`config.mk`:
```
export PLATFORM = sky130hd
export DESIGN_NAME = sdram_bank_scheduler
export DESIGN_NICKNAME = d
export VERILOG_FILES = /design/src/rtl/sdram_bank_scheduler.sv
export SDC_FILE = /design/constraint.sdc
export NUM_CORES = 1
export LEC_CHECK = 0
export CAP_MARGIN = 15
export CORE_ASPECT_RATIO = 0.9
export CORE_MARGIN = 8
export CORE_UTILIZATION = 25
export DETAILED_ROUTE_END_ITERATION = 12
export GPL_TIMING_DRIVEN = 0
export SKIP_LAST_GASP = 1
export SLEW_MARGIN = 10
export SYNTH_ARGS = -nofsm -noshare
export SYNTH_HDL_FRONTEND = slang
export SYNTH_SLANG_ARGS = --single-unit
```
`constraint.sdc`:
```
create_clock -name clk_i -period 9.8 [get_ports clk_i]
set_input_delay 0.98 -clock clk_i [delete_from_list [all_inputs] [get_ports clk_i]]
set_output_delay 0.98 -clock clk_i [all_outputs]
set_load 0.03 [all_outputs]
```
`src/rtl/sdram_bank_scheduler.sv`:
```
// sdram_bank_scheduler: open-page PRE/ACT/RD/WR sequencer with refresh interleave.
// Handshake: req_valid_i holds bank/row/col/we stable until req_ready_o. req_ready_o
// is combinational and high only in the cycle that decides the request's RD/WR, so
// the request is consumed on that clock edge. ref_req_i is a level held until the
// one-cycle ref_ack_o pulse, which coincides with REF on cmd_o.
module sdram_bank_scheduler #(
   parameter int MAX_CSIZE = 11,
   parameter int MAX_RSIZE = 13,
   parameter int BA_SIZE   = 2,
   parameter int TW        = 4
) (
   input  logic                     clk_i,
   input  logic                     rst_i,
   input  logic                     req_valid_i,
   output logic                     req_ready_o,
   input  logic                     req_we_i,
   input  logic [BA_SIZE-1:0]       req_bank_i,
   input  logic [MAX_RSIZE-1:0]     req_row_i,
   input  logic [MAX_CSIZE-1:0]     req_col_i,
   input  logic                     ref_req_i,
   output logic                     ref_ack_o,
   output logic [2:0]               cmd_o,
   output logic [BA_SIZE-1:0]       cmd_ba_o,
   output logic [MAX_RSIZE-1:0]     cmd_addr_o,
   output logic [(2**BA_SIZE)-1:0]  bank_open_o,
   input  logic [TW-1:0]            trp_i,
   input  logic [TW-1:0]            trcd_i,
   input  logic [TW-1:0]            tras_i,
   input  logic [TW-1:0]            twr_i,
   input  logic [TW-1:0]            trfc_i,
   output logic [1:0]               fsm_state_o
);

   localparam int NBANKS = 2**BA_SIZE;
   localparam int A10    = 10;

   localparam logic [2:0] CMD_NOP  = 3'b000;
   localparam logic [2:0] CMD_ACT  = 3'b001;
   localparam logic [2:0] CMD_RD   = 3'b010;
   localparam logic [2:0] CMD_WR   = 3'b011;
   localparam logic [2:0] CMD_PRE  = 3'b100;
   localparam logic [2:0] CMD_PREA = 3'b101;
   localparam logic [2:0] CMD_REF  = 3'b110;

   typedef enum logic [1:0] {IDLE, TWAIT, REF_PRE, REF_WAIT} state_t;

   state_t                state_q, state_d;
   logic [TW-1:0]         timer_q, timer_d;
   logic [TW-1:0]         ras_q;
   logic [NBANKS-1:0]     open_q, open_d;
   logic [MAX_RSIZE-1:0]  row_q [NBANKS];
   logic                  ref_q;
   logic                  ref_pend;
   logic                  ras_ok;
   logic                  row_we;
   logic                  ras_restart;
   logic [2:0]            cmd_d;
   logic [BA_SIZE-1:0]    ba_d;
   logic [MAX_RSIZE-1:0]  addr_d;
   logic                  ack_d;

   // Timer reload: the next decision is allowed max(t,1) cycles after this one.
   function automatic logic [TW-1:0] span(input logic [TW-1:0] t);
      return (t == '0) ? '0 : t - TW'(1);
   endfunction

   // A refresh request counts once it has been held for a full cycle, so a request
   // rising alongside a RD/WR decision lets that access complete first.
   assign ref_pend    = ref_req_i & ref_q;
   assign ras_ok      = (ras_q >= tras_i);
   assign bank_open_o = open_q;
   assign fsm_state_o = state_q;

   // Next-state and command decision; IDLE/TWAIT/REF_WAIT all decide once the timer is 0.
   always_comb begin
      state_d     = state_q;
      timer_d     = (timer_q == '0) ? '0 : timer_q - TW'(1);
      open_d      = open_q;
      cmd_d       = CMD_NOP;
      ba_d        = '0;
      addr_d      = '0;
      ack_d       = 1'b0;
      req_ready_o = 1'b0;
      row_we      = 1'b0;
      ras_restart = 1'b0;
      if (state_q == REF_PRE) begin
         if (timer_q == '0) begin
            cmd_d   = CMD_REF;
            ack_d   = 1'b1;
            timer_d = span(trfc_i);
            state_d = REF_WAIT;
         end
      end else if (timer_q == '0) begin
         state_d = IDLE;
         if (ref_pend) begin
            if (|open_q) begin
               if (ras_ok) begin
                  cmd_d       = CMD_PREA;
                  addr_d[A10] = 1'b1;
                  open_d      = '0;
                  timer_d     = span(trp_i);
                  state_d     = REF_PRE;
               end
            end else begin
               cmd_d   = CMD_REF;
               ack_d   = 1'b1;
               timer_d = span(trfc_i);
               state_d = REF_WAIT;
            end
         end else if (req_valid_i) begin
            if (open_q[req_bank_i] && (row_q[req_bank_i] == req_row_i)) begin
               cmd_d       = req_we_i ? CMD_WR : CMD_RD;
               ba_d        = req_bank_i;
               addr_d      = MAX_RSIZE'(req_col_i);
               addr_d[A10] = 1'b0;
               req_ready_o = 1'b1;
               timer_d     = req_we_i ? span(twr_i) : '0;
               state_d     = TWAIT;
            end else if (!open_q[req_bank_i]) begin
               cmd_d              = CMD_ACT;
               ba_d               = req_bank_i;
               addr_d             = req_row_i;
               open_d[req_bank_i] = 1'b1;
               row_we             = 1'b1;
               ras_restart        = 1'b1;
               timer_d            = span(trcd_i);
               state_d            = TWAIT;
            end else if (ras_ok) begin
               cmd_d              = CMD_PRE;
               ba_d               = req_bank_i;
               open_d[req_bank_i] = 1'b0;
               timer_d            = span(trp_i);
               state_d            = TWAIT;
            end
         end
      end
   end

   // State, timers, open flags and the registered command outputs.
   always_ff @(posedge clk_i) begin
      if (rst_i) begin
         state_q    <= IDLE;
         timer_q    <= '0;
         ras_q      <= '0;
         open_q     <= '0;
         ref_q      <= 1'b0;
         cmd_o      <= CMD_NOP;
         cmd_ba_o   <= '0;
         cmd_addr_o <= '0;
         ref_ack_o  <= 1'b0;
      end else begin
         state_q    <= state_d;
         timer_q    <= timer_d;
         open_q     <= open_d;
         ref_q      <= ref_req_i;
         cmd_o      <= cmd_d;
         cmd_ba_o   <= ba_d;
         cmd_addr_o <= addr_d;
         ref_ack_o  <= ack_d;
         if (ras_restart) ras_q <= TW'(1);
         else if (ras_q != '1) ras_q <= ras_q + TW'(1);
      end
   end

   // Open-row table; only meaningful where the open flag is set, so it carries no reset.
   always_ff @(posedge clk_i) begin
      if (row_we) row_q[req_bank_i] <= req_row_i;
   end

endmodule

```
==> impl_results.md, run 1 <==
- Initial antenna violation count: 0
- Reg2reg end: cmd_addr_o[5]$_SDFF_PP0_
- Synth cell count leaders: edfxtp_1 (52), dfxtp_1 (34), nor2_1 (19)
- HP Start: fsm_state_o[1]$_SDFFE_PP0N_
- CTS tree: built
- Die height: 136.7 microns
- Hold Path End: fsm_state_o[1]$_SDFFE_PP0N_
- Critical path peak fanout: 10
- Tmin final: 5.168 ns
- Setup CP Type: in2out
- ANT cells: 0
- Slowest CP cell: clkdlybuf4s50_1
- DR pass1 iterations: 4
- Largest net degree at the start of global routing: 15
- DRT antenna net count: 0
- Mapped cell area: 0.004044 sq mm
- Hold path depth: 2
- PortBufs: 74
- Vias per std cell: 4.774
- Post-synth EDFFs: 52
- Total gr overflow: 0
- Vias in the first global route: 3,056
- Post-cts sizing count: 0
- Dpl hpwl: 7.913 mm
- DRC Markers: 0
- Max clock buf depth: 2
- Synth top area cells: edfxtp_1 (39%), dfxtp_1 (17%), mux4_2 (5.0%)
- H-tree Lvls: 3
- Setup TNS: 0 ns
- Slew @ Worst Pin: 1.058 ns
- Critical Path AT: 4.19 ns
- Reg area: 0.002242 sq mm
- Most common cell in the netlist: edfxtp_1
- Fillers: 1,595
- Die W: 150.1 microns
- Fin Hold WS: 0.5367 ns
- Hold Crit Class: reg2reg
- Hold-fix buffers at CTS: 0
- First-pass GRT wire length: 16.97 mm
- Worst-path clk slew: 0.06 ns
- Pwr Density: 213.3 mW/mm^2
- Final hold violations: 0
- Fin. max-slew vios: 0
- Period utilisation layout: 52.73%
- RSZ-0062 raised after global routing: no
- Post-synth top area share: 38.61%
- Leading area contributor after synthesis: edfxtp_1
- Total core area: 0.01597 sq mm
- Worst clock skew: 0.007361 ns
- Initial Util: 25.33%
- #FFs+latches synth: 86
- Area of the multi-input gates: 0.001695 sq mm
- P_leak: 1.783 nW
- Clock sink total: 86
- CP required: 8.82 ns
- RePlAce Congestion: 0.8348
- Synth cell types: 55
- Final #Nets: 473
- Syn nets: 386
- CTS Buf Count: 9
- Crit-path max cell delay: 0.69 ns
- WL/cell: 17.12 microns
- Slew HR: 28.80%
- Post-CTS setup buffer count: 0
- Synth Instances: 328
- Async SR Flop Fraction: 0%
- Mean area per synthesized cell: 12.33 sq um
- Critical-path cell list: clkdlybuf4s50_1 > buf_6 > mux4_2 > xnor2_1 > nand4_1 > a2111oi_2 > nand4_1 > inv_1 > clkdlybuf4s50_1
- Post-synthesis sequential area ratio: 55.45%
- I/O pins: 77
- Status: finished, final reports clean
- Top FF cell, synth: edfxtp_1
- Layout cells sized above 1: 12.14%
- Startpoint types: primary input
- WL final: 10.74 mm
- DR vias: 2,993
- Worst Setup End Kind: output pin
- Peak Freq: 193.5 MHz
- Area Growth Syn to Fin: 32.74%
- Final-report setup violation count: 0
- Max-cap violations: 0
- Total global-route track usage: 10.86%
- Row count: 44
- Syn. warnings: 0
- Reg2reg path depth: 5
- Clk Latency, worst-skew pair: 0.35 ns
- Starting DRT DRC Count: 247
- Reg2reg start: timer_q[0]$_SDFF_PP0_
- R2R setup slack: 6.75 ns
- CTS root buffer: clkbuf_16
- Peak supply drop: 92.72 uV
- Die area: 0.02051 sq mm
## registers in the layout (all words and copies together), names as in the netlist
register and flops:
ras_q 4, cmd_addr_o 13, row_q 52, ref_q 1, ref_ack_o 1, timer_q 4
cmd_o 3, fsm_state_o 2, bank_open_o 4, cmd_ba_o 2
## worst max-delay path: cells and delay by family
kind	cells	cell delay, ns
and+or+nand+nor	2	0.37
muxes	1	0.52
AOI/OAI and AO/OA	1	0.50
xor gates and xnor gates	1	0.24
buffers and inverters	4	1.57
## layout by cell type, fill, tap and decap left out, drive strengths merged, types with 9 or more instances in the layout
master and count:
a21oi 14, a22o 10, buf 11, clkbuf 17
clkdlybuf4s50 74, dfxtp 34, edfxtp 52, inv 9
mux4 12, nand2 12, nor2 20, nor3 18
o21ai 14, xnor2 16
## report_power, final
group | total, mW | switching (mW) | internal [mW]
logic | 0.345 | 0.206 | 0.139
clock network | 0.340 | 0.142 | 0.199
registers | 0.460 | 0.0268 | 0.433
## per-layer routing
metal  global-route usage, %  share of wire [%]  vias up
met5                       0                  0        -
met4                   4.659                2.0        0
met3                   3.207                5.4       13
met2                   16.63                 46       74
met1                   14.00                 47     1456
li1                        -                  -     1450
## cell families after synthesis
group,Yosys count,synth area share [%]
and+or+nand+nor,101,13.74
DFF,86,55.45
AOI/OAI and AO/OA,72,12.90
buffers and inverters,24,2.877
muxes,20,8.973
xor gates and xnor gates,18,3.898
adders and majority gates,7,2.166
## per-stage QoR
stage                     instance area [sq um]  setup WS [ns]  power (mW)  utilization [%]  instances
after global routing                       5368          4.370       1.209            33.62        627
after detailed placement                   5076          4.590      0.8133            31.79        611
after CTS                                  5368          4.580       1.155            33.62        627
after floorplan                            4044          6.009      0.6801                -        328
after global placement                     5044          4.453      0.8025            31.59        609
final                                      5368          4.632       1.145            33.62        627
## worst max path at each step
stage	from	depth (start not counted)	endpoint
after detailed placement	req_bank_i[0]	9	req_ready_o
final	req_bank_i[0]	9	req_ready_o
after global placement	req_bank_i[0]	7	row_q[0][6]$_DFFE_PP_
after global routing	req_bank_i[0]	9	req_ready_o
after floorplan	req_bank_i[0]	6	row_q[0][0]$_DFFE_PP_
after CTS	req_bank_i[0]	9	req_ready_o
## layout make-up
| cell class | count | share of cell area, % |
|---|---|---|
| Buffer | 15 | 1.515 |
| Tap cell | 207 | 4.825 |
| Multi-Input combinational cell | 218 | 31.59 |
| Clock inverter | 5 | 1.096 |
| Sequential cell | 86 | 41.77 |
| Inverter | 9 | 0.6527 |
| Clock buffer | 11 | 4.336 |
| Timing Repair Buffer | 76 | 14.22 |
No activity file was read; power rests on OpenSTA's default activity.
==> inputs of run 2 (changes only) <==
clock period = 4.59 ns   (was 9.8 ns; I/O delays follow)
==> results of run 2 <==
Same layout as run 1 (identical final DEF). Status: finished, final reports clean.
Among the figures that moved: setup slack after placement 4.590 ns -> 0.4224 ns; setup slack after layout 4.632 ns -> 0.4643 ns; register-to-register setup slack 6.75 ns -> 1.54 ns; total power 1.145 mW -> 2.444 mW; worst IR drop on VDD 92.72 uV -> 198.0 uV
==> inputs of run 3 (changes only) <==
ABC_AREA = 1   (was default)
==> impl_results.md, run 3 <==
- Synth cell types: 41 (was 55)
- Layout cells sized above 1: 11.01% (was 12.14%)
- Pwr Density: 421.1 mW/mm^2 (was 455.4 mW/mm^2)
- CTS root buffer: clkbuf_16 (unchanged)
- Syn. warnings: 0 (unchanged)
- RSZ-0062 raised after global routing: no (unchanged)
- Clock network fraction of total power: 27.0% (was 29.7%)
- Crit-path max cell delay: 0.69 ns (about the same)
- CP delay by family, top: buffers and inverters (unchanged)
- Commonest non-fill, non-tap cell in the layout: nand2_1 (was clkdlybuf4s50_1)
- Critical path peak fanout: 10 (unchanged)
- Final #Nets: 689 (was 473)
- Initial Util: 25.45% (was 25.33%)
- PortBufs: 73 (was 74)
- Max-cap violations: 0 (unchanged)
- Int Pwr: 1.580 mW (was 1.645 mW)
- I/O pins: 77 (unchanged)
- Syn nets: 603 (was 386)
- Sequential share of power: 40.0% (was 40.2%)
- Post-cts sizing count: 0 (unchanged)
- Total core area: 0.01761 sq mm (was 0.01597 sq mm)
- Post-CTS setup buffer count: 0 (unchanged)
- Final-report setup violation count: 0 (unchanged)
- Synth top area cells: edfxtp_1 (35%), nand2_1 (16%), dfxtp_1 (15%) (was edfxtp_1 (39%), dfxtp_1 (17%), mux4_2 (5.0%))
- CP required: 4.13 ns (about the same)
- Async SR Flop Fraction: 0% (unchanged)
- Initial antenna violation count: 0 (unchanged)
- Slowest CP cell: clkdlybuf4s50_1 (unchanged)
- ANT cells: 0 (unchanged)
- WL/cell: 13.83 microns (was 17.12 microns)
- Crit path buf inv count: 4 (unchanged)
- Top FF cell, synth: edfxtp_1 (unchanged)
- Die area: 0.02247 sq mm (was 0.02051 sq mm)
- Slew HR: 41.42% (was 28.80%)
- Final instance area: 0.005813 sq mm (was 0.005368 sq mm)
- Vias per std cell: 4.320 (was 4.774)
- CTS tree: built (unchanged)
- DRC Markers: 0 (unchanged)
- Area after DPL: 0.005545 sq mm (was 0.005076 sq mm)
- Mapped cell area: 0.004482 sq mm (was 0.004044 sq mm)
- Peak supply drop: 168.3 uV (was 198.0 uV)
- Leading area contributor after synthesis: edfxtp_1 (unchanged)
- Commonest non-fill, non-tap cells in the layout: nand2_1 (196), clkdlybuf4s50_1 (73), inv_1 (54) (was clkdlybuf4s50_1 (74), edfxtp_1 (52), dfxtp_1 (34))
- Worst Setup End Kind: output pin (unchanged)
- Critical Path AT: 2.94 ns (was 3.67 ns)
- Critical-path cell list: clkdlybuf4s50_1 > inv_1 > nand2_1 > nand2_1 > nor2_1 > nand2_2 > nor2_4 > nand2_4 > nor3_4 > buf_6 > clkdlybuf4s50_1 (was clkdlybuf4s50_1 > buf_6 > mux4_2 > xnor2_1 > nand4_1 > a2111oi_2 > nand4_1 > inv_1 > clkdlybuf4s50_1)
- Max clock buf depth: 2 (unchanged)
- Hold Crit Class: reg2reg (unchanged)
- Period utilisation layout: 73.97% (was 89.89%)
- Largest net degree at the start of global routing: 15 (unchanged)
- Fin. max-slew vios: 0 (unchanged)
- Final hold violations: 0 (unchanged)
- Setup CP Type: in2out (unchanged)
- Synth Instances: 545 (was 328)
- Post-synthesis sequential area ratio: 50.03% (was 55.45%)
- DR pass1 iterations: 6 (was 4)
- Synth cell count leaders: nand2_1 (196), inv_1 (54), edfxtp_1 (52) (was edfxtp_1 (52), dfxtp_1 (34), nor2_1 (19))
- Total gr overflow: 0 (unchanged)
- Slew @ Worst Pin: 0.8778 ns (was 1.058 ns)
- Largest regs: row_q x52, cmd_addr_o x13 (unchanged)
- Sw Pwr: 0.8682 mW (was 0.7996 mW)
- Worst-path clk slew: 0.06 ns (about the same)
- P_leak: 2.430 nW (was 1.783 nW)
- Vias in the first global route: 3,562 (was 3,056)
- H-tree Lvls: 3 (unchanged)
- Status: finished, final reports clean (unchanged)
- Switching portion of total power: 35.46% (was 32.71%)
- First-pass GRT wire length: 18.80 mm (was 16.97 mm)
- Combinational Power Share: 33.1% (was 30.1%)
- Setup TNS: 0 ns (unchanged)
- Clk Latency, worst-skew pair: 0.34 ns (was 0.35 ns)
- Max reg flops: 52 (unchanged)
- CTS Buf Count: 9 (unchanged)
- DR vias: 3,784 (was 2,993)
- Dpl hpwl: 9.171 mm (was 7.913 mm)
- #FFs+latches synth: 86 (unchanged)
- Row count: 46 (was 44)
- Post-synth top area share: 34.84% (was 38.61%)
- Biggest register: row_q (unchanged)
- Startpoint types: primary input (unchanged)
- Area Growth Syn to Fin: 29.70% (was 32.74%)
- Hold-fix buffers at CTS: 0 (unchanged)
- RePlAce Congestion: 0.8513 (was 0.8348)
- Die W: 157.1 microns (was 150.1 microns)
- Die height: 143.0 microns (was 136.7 microns)
- Post-synth EDFFs: 52 (unchanged)
- Mean area per synthesized cell: 8.223 sq um (was 12.33 sq um)
- Tmin final: 3.395 ns (was 4.126 ns)
- Worst clock skew: 0.007663 ns (was 0.007361 ns)
- Most common cell in the netlist: nand2_1 (was edfxtp_1)
- Clock sink total: 86 (unchanged)
- DRT antenna net count: 0 (unchanged)
- Starting DRT DRC Count: 272 (was 247)
- Peak Freq: 294.5 MHz (was 242.4 MHz)
- WL final: 12.11 mm (was 10.74 mm)
- Total global-route track usage: 10.96% (was 10.86%)
==> run 3: cell types whose count changed after synthesis, sizes merged, moves of 12 or more <==
cell,previous run,this run
nor2,20,45
mux4,12,0
xnor2,16,0
nor3,18,5
nand2,12,202
o21ai,14,32
nand3,7,47
inv,8,58
==> run 3: final timing paths <==
check	start	end	slack [ns]	depth (start not counted)
worst max register to register	ref_q$_SDFF_PP0_	row_q[1][7]$_DFFE_PP_	1.68	6
worst max-delay path	req_row_i[4]	req_ready_o	1.19	11
worst min-delay path	ras_q[0]$_SDFFE_PP0P_	ras_q[3]$_SDFFE_PP0P_	0.52	2
worst min register to register	ras_q[0]$_SDFFE_PP0P_	ras_q[3]$_SDFFE_PP0P_	0.52	2
==> run 3: area by class of cell <==
| type | count | area, sq um |
|---|---|---|
| well taps | 240 | 300.3 |
| flip-flops and latches | 86 | 2242 |
| repair buffers | 75 | 753.2 |
| clock buffers | 10 | 229.0 |
| multi-input cells | 385 | 1899 |
| inverters | 59 | 226.5 |
| plain buffers | 15 | 123.9 |
| fillers | 1880 | 11800 |
| clock inverters | 6 | 38.79 |
==> run 3: layer usage <==
metal,part of all wire (%),GRT usage [%],vias to the layer above
li1,-,-,1956
met1,45,14.09,1701
met2,46,17.30,114
met3,7.7,3.414,13
met4,1.4,3.353,0
met5,0,0,-
==> run 3: power by group through the flow <==
stage / clock network [mW] / registers, mW / logic, mW
after global routing: 0.704 / 0.990 / 0.907
after detailed placement: 0 / 0.996 / 0.808
after CTS: 0.672 / 0.979 / 0.811
final: 0.660 / 0.978 / 0.809
after floorplan: 0 / 1.06 / 0.455
after global placement: 0 / 0.996 / 0.795
==> run 3: worst reg2reg max path, cell delays in order (launching register included) <==
cell and delay [ns]:
dfxtp_1 0.29, nand2_1 0.17, clkinv_1 0.32, nor2_1 0.21, clkbuf_1 0.37, nand3_1 0.38, nor2_2 0.78
==> run 3: stage by stage <==
step                setup WS [ns]  util (%)  hold WS, ns  std cells  total power, mW
finish                      1.195     33.01       0.5246        876            2.448
global placement          0.06378     31.30       0.5184        858            1.791
CTS                         1.204     33.01       0.5285        876            2.463
floorplan                   1.777         -       0.4816        545            1.516
detailed placement          1.068     31.49       0.5284        860            1.804
global route                1.050     33.01       0.5628        876            2.602
==> run 3: logic make-up after synthesis <==
logic type / after synthesis / synth area share, %
compound gates: 64 / 9.185
xor+xnor: 3 / 0.5864
fa+ha+maj: 7 / 1.954
buf+inv: 74 / 7.817
flops: 86 / 50.03
mux: 1 / 0.2233
simple gates: 310 / 30.21
